==> src/rtl/wb_arbiter_pkg.sv <==
// Shared core configuration for the writeback path: unit indices, widths and
// the result payload struct used by the arbiter, scheduler and ROB.
package wb_arbiter_pkg;
    localparam int RobDepth = 16;
    localparam int WbReqNum = 4;

    localparam int ExeAlu = 0;
    localparam int ExeDiv = 1;
    localparam int ExeMem = 2;
    localparam int ExeCsr = 3;

    localparam int RobIdW = $clog2(RobDepth);
    localparam int RegW   = 5;
    localparam int DataW  = 32;

    typedef struct packed {
        logic [RobIdW-1:0] rob_id;
        logic [RegW-1:0]   rd;
        logic [DataW-1:0]  data;
    } WbData_t;
endpackage

==> src/rtl/wb_arbiter_rr.sv <==
// Combinational round-robin picker: first set request strictly after ptr,
// wrapping, with ptr itself as the last candidate. Also usable for issue select.
module rr_arbiter
    import wb_arbiter_pkg::*;
#(
    parameter int REQ = WbReqNum,
    localparam int SRC = $clog2(REQ)
) (
    input  logic [REQ-1:0] req,
    input  logic [SRC-1:0] ptr,
    input  logic           en,
    output logic [REQ-1:0] grant,
    output logic [SRC-1:0] grant_idx,
    output logic           grant_v
);
    logic [SRC-1:0] idx;

    always_comb begin
        grant     = '0;
        grant_idx = '0;
        grant_v   = 1'b0;
        idx       = '0;
        for (int k = 1; k <= REQ; k++) begin
            idx = SRC'((int'(ptr) + k) % REQ);
            if (en && !grant_v && req[idx]) begin
                grant_v    = 1'b1;
                grant_idx  = idx;
                grant[idx] = 1'b1;
            end
        end
    end
endmodule

==> src/rtl/wb_arbiter.sv <==
// Shares the single writeback broadcast port among the execution units:
// round-robin grant, one registered output stage with stall and flush.
module wb_arbiter
    import wb_arbiter_pkg::*;
#(
    parameter int REQ       = WbReqNum,
    parameter int ROB_DEPTH = RobDepth,
    localparam int ROB      = $clog2(ROB_DEPTH),
    parameter int REG       = 5,
    parameter int DATA      = 32,
    localparam int SRC      = $clog2(REQ)
) (
    input  logic                      clk,
    input  logic                      reset,
    input  logic [REQ-1:0]            req_valid,
    input  logic [REQ-1:0][ROB-1:0]   req_rob_id,
    input  logic [REQ-1:0][REG-1:0]   req_rd,
    input  logic [REQ-1:0][DATA-1:0]  req_data,
    output logic [REQ-1:0]            req_ready,
    input  logic                      flush,
    input  logic                      wb_stall,
    output logic                      wb_valid,
    output logic [ROB-1:0]            wb_rob_id,
    output logic [REG-1:0]            wb_rd,
    output logic [DATA-1:0]           wb_data,
    output logic [SRC-1:0]            wb_src
);
    logic [SRC-1:0] ptr;
    logic [SRC-1:0] grant_idx;
    logic [REQ-1:0] grant;
    logic           grant_v;
    logic           en;

    // A stalled, valid output stage blocks new grants so nothing is overwritten.
    assign en = !reset && !flush && !(wb_valid && wb_stall);

    rr_arbiter #(.REQ(REQ)) u_rr (
        .req       (req_valid),
        .ptr       (ptr),
        .en        (en),
        .grant     (grant),
        .grant_idx (grant_idx),
        .grant_v   (grant_v)
    );

    assign req_ready = grant;

    always_ff @(posedge clk or posedge reset) begin
        if (reset)        ptr <= SRC'(REQ - 1);
        else if (grant_v) ptr <= grant_idx;
    end

    always_ff @(posedge clk or posedge reset) begin
        if (reset) begin
            wb_valid  <= 1'b0;
            wb_rob_id <= '0;
            wb_rd     <= '0;
            wb_data   <= '0;
            wb_src    <= '0;
        end else if (flush) begin
            wb_valid <= 1'b0;
        end else if (!(wb_valid && wb_stall)) begin
            wb_valid <= grant_v;
            if (grant_v) begin
                wb_rob_id <= req_rob_id[grant_idx];
                wb_rd     <= req_rd[grant_idx];
                wb_data   <= req_data[grant_idx];
                wb_src    <= grant_idx;
            end
        end
    end
endmodule

==> config.mk <==
export PLATFORM = sky130hd
export DESIGN_NAME = wb_arbiter
export DESIGN_NICKNAME = d
export VERILOG_FILES = /design/src/rtl/wb_arbiter_pkg.sv /design/src/rtl/wb_arbiter_rr.sv /design/src/rtl/wb_arbiter.sv
export SDC_FILE = /design/constraint.sdc
export NUM_CORES = 1
export LEC_CHECK = 0
export CAP_MARGIN = 20
export CORE_MARGIN = 5
export CORE_UTILIZATION = 39
export CTS_CLUSTER_DIAMETER = 60
export CTS_CLUSTER_SIZE = 16
export DETAILED_ROUTE_END_ITERATION = 8
export PLACE_DENSITY = 0.82
export SYNTH_ARGS = -nofsm -noshare
export SYNTH_HDL_FRONTEND = slang
export SYNTH_SLANG_ARGS = --single-unit
==> constraint.sdc <==
create_clock -name clk -period 4.2 [get_ports clk]
set_input_delay 0.63 -clock clk [delete_from_list [all_inputs] [get_ports clk]]
set_output_delay 0.63 -clock clk [all_outputs]
set_load 0.05 [all_outputs]
* Word level (Yosys, flattened, before mapping)
Index checks and enable logic that the tools add are counted.
** Cells by class
- Add/subtract/negate cells :: 4
- Magnitude comparators :: 9
- Equality and inequality tests :: 1
- Multiplexer cells :: 36
- Bitwise logic cells :: 5
- Reduce and logical (&&, ||, !) cells :: 21
** Operators by type and width (count)
- 32-bit binary-select mux with 2-bit select :: 1
- 32-bit two-way mux :: 1
- 4-bit two-way mux :: 5
- 2-bit by 3-bit less-than comparator with 1-bit output, second input constant :: 5
- 1-bit logical AND :: 14
- 1-bit two-way mux :: 14
- 4-bit OR :: 3
- 5-bit binary-select mux with 2-bit select :: 1
- 1-bit binary-select mux with 2-bit select :: 4
- 4-bit binary-select mux with 2-bit select :: 1
- 1-bit demux with 2-bit select :: 4
- 2-bit by 1-bit greater-or-equal comparator with 1-bit output, second input constant :: 4
- 2-bit two-way mux :: 4
- 1-bit zero test :: 6
- 5-bit two-way mux :: 1
- 2-bit by 1-bit adder with 2-bit output, second input constant :: 2
- 2-bit adder, second input constant :: 2
- 3-bit AND reduction :: 1
- 2-bit != test, second input constant :: 1
- 1-bit NOT :: 2
** Word-level totals
- Bits in registers :: 46
- Input bits :: 172
- Word-level logic and storage cells :: 82

* Depth between registers and ports, before layout
Gate-level depths: netlist of the first run.
- Word-level depth :: 19
- Gate-level depth with buffers :: 12

* By module
Synthesis of the first run repeated with hierarchy kept, for this count alone.
** Second synthesis, totals
- Cells, all modules :: 217
- Area, all modules :: 3270.6 sq um
** By module, submodules not included
- wb_arbiter :: instances 1, cells an instance 152, area an instance 2748.9 sq um
- rr_arbiter :: instances 1, cells an instance 65, area an instance 521.8 sq um

* Worst setup path before layout of the first run
No wires, ideal clock.
- Path kind :: reg-to-output
- Start :: register ptr[1]
- End :: output port req_ready[0]
- Arrival time :: 3097 ps
- Required time :: 3570 ps
- Path slack :: 473 ps
- Cell stages (with the launch flop) :: 9
- Buffers on the path :: 2
- Cell sequence :: dfstp_2 > clkbuf_1 > inv_1 > ha_1 > mux4_2 > buf_4 > nor2b_1 > a22oi_1 > o21ai_0
** Between the ends
- Longest elaborated chain between the ends :: 17
- Elaborated cells on any way between the ends :: 52
- Those cells by class :: add/sub (4); order compare (8); mux (23); bitwise (3); reduce/logical (14)
** RTL lines
- from (decl) :: line wb_arbiter.sv:28 : logic [SRC-1:0] ptr;
- from (signal assigned) :: line wb_arbiter.sv:49 : if (reset) ptr <= SRC'(REQ - 1);
- from (signal assigned) :: line wb_arbiter.sv:50 : else if (grant_v) ptr <= grant_idx;
- parallel branches: the longest is 16 deep, another holds 2-bit by 3-bit less-than comparator with 1-bit output
- 4-bit two-way mux * :: line wb_arbiter_rr.sv:25 : if (en && !grant_v && req[idx]) begin
- to (decl) :: line wb_arbiter.sv:19 : output logic [REQ-1:0] req_ready,
Every way passes the cells marked *. The select of a mux whose other input is x is not followed.

* Worst setup path after layout of the first run
- Start :: register ptr[0]
- End :: output port req_ready[1]
Same word-level chain as after synthesis.

==> out/metrics.sh, run 1 <==
DETAILROUTE.VIA_COUNT=4033
SETUP.REG_TO_REG.WORST_SLACK_NS=0.55
CRITICAL-PATH-MAX-STAGE-DELAY_NS=0.68
GLOBALROUTE.TOTALOVERFLOW=0
IO_PINS=220
CRITICAL-PATH-SLOWEST-CELL='dfstp_2'
DRC_ERRORS=0
ROOT_BUFFER='clkbuf_8'
FINAL_DESIGN_AREA_NO_FILL_SQ_MM=0.00616
SYNTH_AREA_LEADERS='dfrtp_1, and3_1, o31ai_2, a211oi_2, a211oi_1'
DP_CELLS=708
CP-END-KIND='primary output'
POWER.DENSITY_mW_PER_MM2=630
ROUTED_WIRELENGTH_MICRONS=13800
HOLD_WC_PATH_TYPE='reg2reg'
SYNTH_SEQUENTIAL_AREA_RATIO_PCT=29.9
HOLDBUFCOUNTCTS=0
AREA_OF_ALL_SEQUENTIAL_STANDARD_CELLS_SQ_MM=0.00115
FINALWEIGHTEDCONGESTION=0.854
FIRST_PASS_GRT_WIRE_LENGTH_MICRONS=21500
POSTSYNTHREGISTERBITS=46
WORST_EP_REQUIRED_TIME_NS=3.57
LAYOUT-DRIVE-GT1-SHARE_PCT=18.8
GRT_PASS1_VIAS=4210
DRV.MAX_CAP_VIOLATION_COUNT=0
POWER.STATIC_LEAKAGE_nW=2.43
PORT_BUFFERS=219
CP_MAX_FO=10
SYN_INST=397
WORSTPATHARRIVAL_NS=3.14
FP.DIEH_MICRONS=110
DETAIL_ROUTE.WL_PER_CELL_MICRONS=19.3
CORE_SQ_MM=0.00973
MOSTFREQUENTLAYOUTCELL='clkdlybuf4s50_1'
FP.DIEAREA_SQ_MM=0.0120
TIMING.SLEW.HEADROOM_PCT=51.3
NUMBER_OF_ANTENNA_VIOLATIONS_AT_THE_FIRST_CHECK_IN_GLOBAL_ROUTING=0
FINAL_CORE_UTIL_PCT=63.3
STARTPOINT_TYPE='flop'
INITIALDRTVIOLATIONCOUNT=274
POST-ROUTE-PERIOD-UTIL_PCT=89.7
WORST_SETUP_HOLD_PATH_CLK_SLEW_NS=0.09
DIE_W_MICRONS=110
MAX-VDD-IR-DROP_mV=0.417
SETUP.WORST_PATH.CLASS='reg2out'
SYNTHESIS_TO_LAYOUT_AREA_GROWTH_PCT=59.4
OUTCOME='completed'
LAYOUTNONFILLERINSTCOUNT=717
MOSTFREQUENTLAYOUTCELLS='clkdlybuf4s50_1, and3_1, nand2_1, a211oi_1, dfrtp_1'
WORSTSKEWPAIRLATENCY_NS=0.30
FINAL_MAX_SLEW_VIOL_COUNT=0
POST-SYNTH-TOP-AREA-CELL='dfrtp_1'
FINAL-HOLD-VIOLATION-COUNT=0
DETAIL_ROUTE.VIAS_PER_CELL=5.62
ANTENNA_CELLS=0
FIN_CRIT_NS=3.77
FILLER_CELL_COUNT=829
CTS_RESIZED=0
DPL.HPWL_MICRONS=9990
SYNTH.TOP_CELL.AREA_SHARE_PCT=28.5
POSTSYNTHNETCOUNT=573
CTS_NUM_SINKS=46
GR-USAGE-ALL-LAYERS_PCT=22.5
TIMING.CLOCK.SKEW_NS=0.00261
SYN_AVG_CELL_AREA_SQ_UM=9.73
WORSTPATHCELLLIST='inv_1 -> ha_1 -> mux4_2 -> nor2_1 -> and3_1 -> a22oi_1 -> o21ai_0 -> buf_4'
ANT_NETS=0
SITE_ROW_COUNT=36
RSZ0062_AT_GRT='no'
WORST_HOLD_SLACK_NS=0.482
CTS_TREE='done'
CTS_SETUP_BUFFERS=0
CLOCK.FMAX_MHz=265
FIRSTDRTPASSITERS=4
STARTING_DENSITY_OF_THE_CORE_PCT=39.7
HTREE_LEVELS=2
POST_SYNTH_INSTANCE_AREA_SQ_MM=0.00386
NNETSFINAL=759
TIMING_WORST_SLEW_PIN_VALUE_NS=0.726
FOOTPRINT_OF_THE_MULTI_INPUT_GATES_SQ_MM=0.00246
SYNTHESIS.YOSYS.WARNINGS=0
PLACEMENT.CELL_AREA_SQ_MM=0.00605
LARGEST_NET_DEGREE_AT_THE_START_OF_GLOBAL_ROUTING=87
CTS_MAX_PATH_BUFFERS=2
TIMING.FINAL.SETUP_VIOLATIONS=0
FINALSETUPTNS_NS=0
YOSYSUNIQUECELLTYPES=31
CTS_BUFFERS=5
-- worst max-delay path, delay by kind of cell (launching register included) --
kind | cells | cell delay [ns]
adder cells (fa/ha/maj) | 1 | 0.42
AND/OR/NAND/NOR | 2 | 0.47
buffers and inverters | 2 | 0.38
multiplexers | 1 | 0.61
flip-flops | 1 | 0.68
AO/OA/AOI/OAI | 2 | 0.28
-- registers in the layout, summed over array words and instances, names as in the netlist --
| signal | cells |
|---|---|
| ptr | 2 |
| wb_rd | 5 |
| wb_valid | 1 |
| wb_src | 2 |
| wb_data | 32 |
| wb_rob_id | 4 |
-- worst paths after layout --
path | to | from | depth (start not counted)
min reg2reg | wb_data[25]$_DFFE_PP0P_ | wb_data[25]$_DFFE_PP0P_ | 2
max reg2reg | wb_rob_id[3]$_DFFE_PP0P_ | ptr[0]$_DFFE_PP1P_ | 9
max | req_ready[1] | ptr[0]$_DFFE_PP1P_ | 8
min | wb_data[25]$_DFFE_PP0P_ | wb_data[25]$_DFFE_PP0P_ | 2
max in group asynchronous | wb_data[8]$_DFFE_PP0P_ | reset | 3
min in group asynchronous | wb_src[0]$_DFFE_PP0P_ | reset | 2
-- power breakdown --
group / total (mW) / switching [mW] / internal (mW)
Clock: 0.290 / 0.157 / 0.133
Sequential: 0.818 / 0.149 / 0.670
Combinational: 2.77 / 1.74 / 1.03
-- synthesized netlist by cell type --
cell type  instances
a211o_1            1
a211oi_1          45
a211oi_2          38
a21o_1             1
a21oi_1            1
a22oi_1            8
a32o_2             1
and3_1            83
buf_2             17
buf_4              5
buf_6              5
clkbuf_1          21
dfrtp_1           44
dfstp_2            2
ha_1               4
inv_1              5
mux2_4             1
mux2i_2            1
mux4_2             4
nand2_1           50
nand2b_1           1
nor2_1             2
nor2b_1            5
nor4b_4            1
o211ai_1           2
o21ai_0            5
o221ai_1           1
o311ai_0           1
o31ai_1            1
o31ai_2           40
o41ai_2            1
-- through the flow --
step,power [mW],setup WS (ns)
final,3.88,0.433
after global routing,4.11,0.234
after CTS,3.90,0.444
after detailed placement,3.61,0.593
after global placement,3.53,0.727
after floorplan,2.78,0.473
-- routing by layer --
metal | routed length (microns) | part of all wire (%) | global-route usage, % | vias to the layer above
met5 | 0 | 0 | 0 | -
met4 | 198 | 1.4 | 4.99 | 0
met3 | 1010 | 7.3 | 4.40 | 14
met2 | 7280 | 53 | 41.4 | 165
met1 | 5330 | 39 | 26.9 | 1945
li1 | - | - | - | 1909
-- cells by family (layout without fill, tap and decap cells) --
kind of cell / after synthesis / in the layout / share of synthesized area (%)
AOI/OAI and AO/OA: 146 / 146 / 38.5
and+or+nand+nor: 142 / 142 / 20.1
buffers and inverters: 53 / 240 / 7.16
DFF: 46 / 46 / 29.9
muxes: 6 / 6 / 3.08
adders and majority gates: 4 / 4 / 1.30
-- final cells by class --
type	instances	area share [%]
clock buffer	7	1.40
clock inverter	1	0.0813
inverter	5	0.305
multi-input combinational	298	40.0
sequential	46	18.7
tap	133	2.70
timing repair buffer	227	36.8
No activity file was read; power rests on OpenSTA's default activity.
==> run 2: changes to the inputs <==
CORE_ASPECT_RATIO = 1.75   (was default)
REMOVE_ABC_BUFFERS = 1   (was default)
==> run 2 against run 1 <==
  * Sequential power about the same
  * Critical endpoint is now req_ready[0]
  * Die area rose by 0.66%
  * Largest cell class unchanged
  * Sequential share of layout area fell by 0.19 points
  * Critical path type unchanged
==> out/metrics.sh, run 2 (same netlist as run 1, synthesis figures left out) <==
OUTCOME='completed'
PLACEMENT.CELL_AREA_SQ_MM=0.00605  # +0.12%
TIMING.SLEW.HEADROOM_PCT=51.7  # +0.39 points
STARTPOINT_TYPE='flop'
CTS_SETUP_BUFFERS=0  # unchanged
FILLER_CELL_COUNT=809  # -2.4%
DETAIL_ROUTE.WL_PER_CELL_MICRONS=20.3  # +5.6%
POWER.DENSITY_mW_PER_MM2=651  # +3.3%
FIRST_PASS_GRT_WIRE_LENGTH_MICRONS=21900  # +2.2%
WORSTSKEWPAIRLATENCY_NS=0.28  # -0.02 ns
DETAIL_ROUTE.VIAS_PER_CELL=5.75  # +2.2%
PORT_BUFFERS=219  # unchanged
DETAILROUTE.VIA_COUNT=4099  # +1.6%
MOSTFREQUENTLAYOUTCELLS='clkdlybuf4s50_1, and3_1, nand2_1, a211oi_1, dfrtp_1'
FP.DIEAREA_SQ_MM=0.0121  # +0.66%
CP-END-KIND='primary output'
POWER.STATIC_LEAKAGE_nW=2.47  # +1.5%
REG2REGPATHDEPTH=9  # unchanged
SITE_ROW_COUNT=48  # +33%
CORE_SQ_MM=0.00979  # +0.62%
SETUP.WORST_PATH.CLASS='reg2out'
LARGEST_NET_DEGREE_AT_THE_START_OF_GLOBAL_ROUTING=55  # -37%
DIE_W_MICRONS=85.2  # -22%
WORSTPATHARRIVAL_NS=3.13  # about the same
CLOCK.FMAX_MHz=266  # +0.27%
INITIALDRTVIOLATIONCOUNT=194  # -29%
NUMBER_OF_ANTENNA_VIOLATIONS_AT_THE_FIRST_CHECK_IN_GLOBAL_ROUTING=0  # unchanged
ANT_NETS=0  # unchanged
PLACEMENT.SETUP.WORST_SLACK_NS=0.690  # +0.0969 ns
GR-USAGE-ALL-LAYERS_PCT=22.9  # +0.43 points
WORST_EP_REQUIRED_TIME_NS=3.57  # about the same
ROUTED_WIRELENGTH_MICRONS=14500  # +5.0%
DRC_ERRORS=0  # unchanged
LAYOUT-DRIVE-GT1-SHARE_PCT=19.4  # +0.55 points
MAX_FLOP_REGISTER='wb_data'
WORST_SETUP_HOLD_PATH_CLK_SLEW_NS=0.06  # -0.03 ns
DPL.HPWL_MICRONS=10800  # +7.8%
CTS_RESIZED=0  # unchanged
CTS_BUFFERS=5  # unchanged
HOLDBUFCOUNTCTS=0  # unchanged
FINAL_MAX_SLEW_VIOL_COUNT=0  # unchanged
DRV.MAX_CAP_VIOLATION_COUNT=0  # unchanged
GRT_PASS1_VIAS=4138  # -1.7%
TIMING.FINAL.SETUP_VIOLATIONS=0  # unchanged
TOTALPOWERFINAL_mW=4.05  # +4.3%
CP_MAX_FO=10  # unchanged
GLOBALROUTE.TOTALOVERFLOW=0  # unchanged
HTREE_LEVELS=2  # unchanged
FP.DIEH_MICRONS=142  # +29%
MIN_PATH_CELLS=2  # unchanged
FIN_CRIT_NS=3.76  # -0.00996 ns
FINALWEIGHTEDCONGESTION=0.844  # -1.1%
FINAL-HOLD-VIOLATION-COUNT=0  # unchanged
IO_PINS=220  # unchanged
CTS_TREE='done'
WORST_R2R_ENDPOINT='wb_data[17]$_DFFE_PP0P_'
TIMING.CLOCK.SKEW_NS=0.00365  # +0.00104 ns
NNETSFINAL=763  # +0.53%
FIRSTDRTPASSITERS=4  # unchanged
TIMING.FINAL.WS_SETUP_NS=0.443  # +0.00996 ns
CTS_NUM_SINKS=46  # unchanged
TIMING_WORST_SLEW_PIN_VALUE_NS=0.720  # -0.00587 ns
HOLDCRITSTARTPOINT='wb_rd[1]$_DFFE_PP0P_'
CTS_MAX_PATH_BUFFERS=2  # unchanged
MAX-VDD-IR-DROP_mV=0.342  # -18%
SYNTHESIS_TO_LAYOUT_AREA_GROWTH_PCT=61.1
ROOT_BUFFER='clkbuf_16'
ANTENNA_CELLS=0  # unchanged
STARTING_DENSITY_OF_THE_CORE_PCT=39.5  # -0.24 points
HOLD_WC_PATH_TYPE='reg2reg'
RSZ0062_AT_GRT='no'
SETUP.REG_TO_REG.WORST_SLACK_NS=0.64  # +0.09 ns
POST-ROUTE-PERIOD-UTIL_PCT=89.5  # -0.24 points
HOLD-PATH-ENDPOINT='wb_rd[1]$_DFFE_PP0P_'
MOSTFREQUENTLAYOUTCELL='clkdlybuf4s50_1'
WORST_R2R_STARTPOINT='ptr[0]$_DFFE_PP1P_'
LARGEST_REGISTER_FF_COUNT=32  # unchanged
REG.LARGEST.LIST='wb_data: 32 flops, wb_rd: 5 flops, wb_rob_id: 4 flops'
FINAL_DESIGN_AREA_NO_FILL_SQ_MM=0.00622  # +1.0%
==> run 2: cell count changes in the layout (fill, tap and decap cells not counted), sizes merged <==
cell  delta
buf      +4
==> run 2: through the flow <==
step | cells | util [%] | hold slack (ns) | TNS [ns]
after detailed placement | 704 | 61.8 | 0.470 | 0
after global routing | 713 | 63.5 | 0.504 | 0
after CTS | 712 | 63.3 | 0.481 | 0
after global placement | 704 | 61.8 | 0.462 | 0
final | 713 | 63.5 | 0.483 | 0
after floorplan | 349 | - | 0.500 | -134.39
==> run 2: worst max-delay path, stage by stage, from the launching register on <==
cell	delay, ns
dfstp_2	0.67
inv_1	0.14
ha_1	0.43
mux4_2	0.63
nor2_1	0.11
and3_1	0.36
a22oi_1	0.15
o21ai_0	0.11
buf_4	0.23
==> run 2: how the worst max path moves through the flow <==
stage                        from                      end  slack (ns)
4_1_cts        ptr[0]$_DFFE_PP1P_             req_ready[0]        0.47
3_3_place_gp   ptr[0]$_DFFE_PP1P_  wb_data[10]$_DFFE_PP0P_        0.79
2_1_floorplan  ptr[0]$_DFFE_PP1P_  wb_data[25]$_DFFE_PP0P_       -3.06
6_report       ptr[0]$_DFFE_PP1P_             req_ready[0]        0.44
3_5_place_dp   ptr[0]$_DFFE_PP1P_   wb_data[6]$_DFFE_PP0P_        0.69
5_1_grt        ptr[0]$_DFFE_PP1P_             req_ready[3]        0.27
==> run 2: power by group <==
group,internal [mW],total (mW),switching (mW)
sequential,0.671,0.821,0.150
combinational,1.04,2.82,1.78
clock,0.236,0.406,0.170
total,1.94,4.05,2.10
==> run 2: layer usage <==
layer / GRT usage (%) / share of wire [%] / vias to the layer above
li1: - / - / 1917
met1: 25.9 / 36 / 1981
met2: 41.3 / 55 / 164
met3: 3.78 / 4.8 / 37
met4: 10.6 / 4.3 / 0
met5: 0 / 0 / -
==> run 2: area by class of cell <==
type	count	area [sq um]	area share (%)
tap	125	156	2.51
clock inverter	1	5.00	0.0805
sequential	46	1150	18.5
multi-input combinational	298	2460	39.5
timing repair buffer	231	2280	36.7
inverter	5	18.8	0.302
clock buffer	7	143	2.29
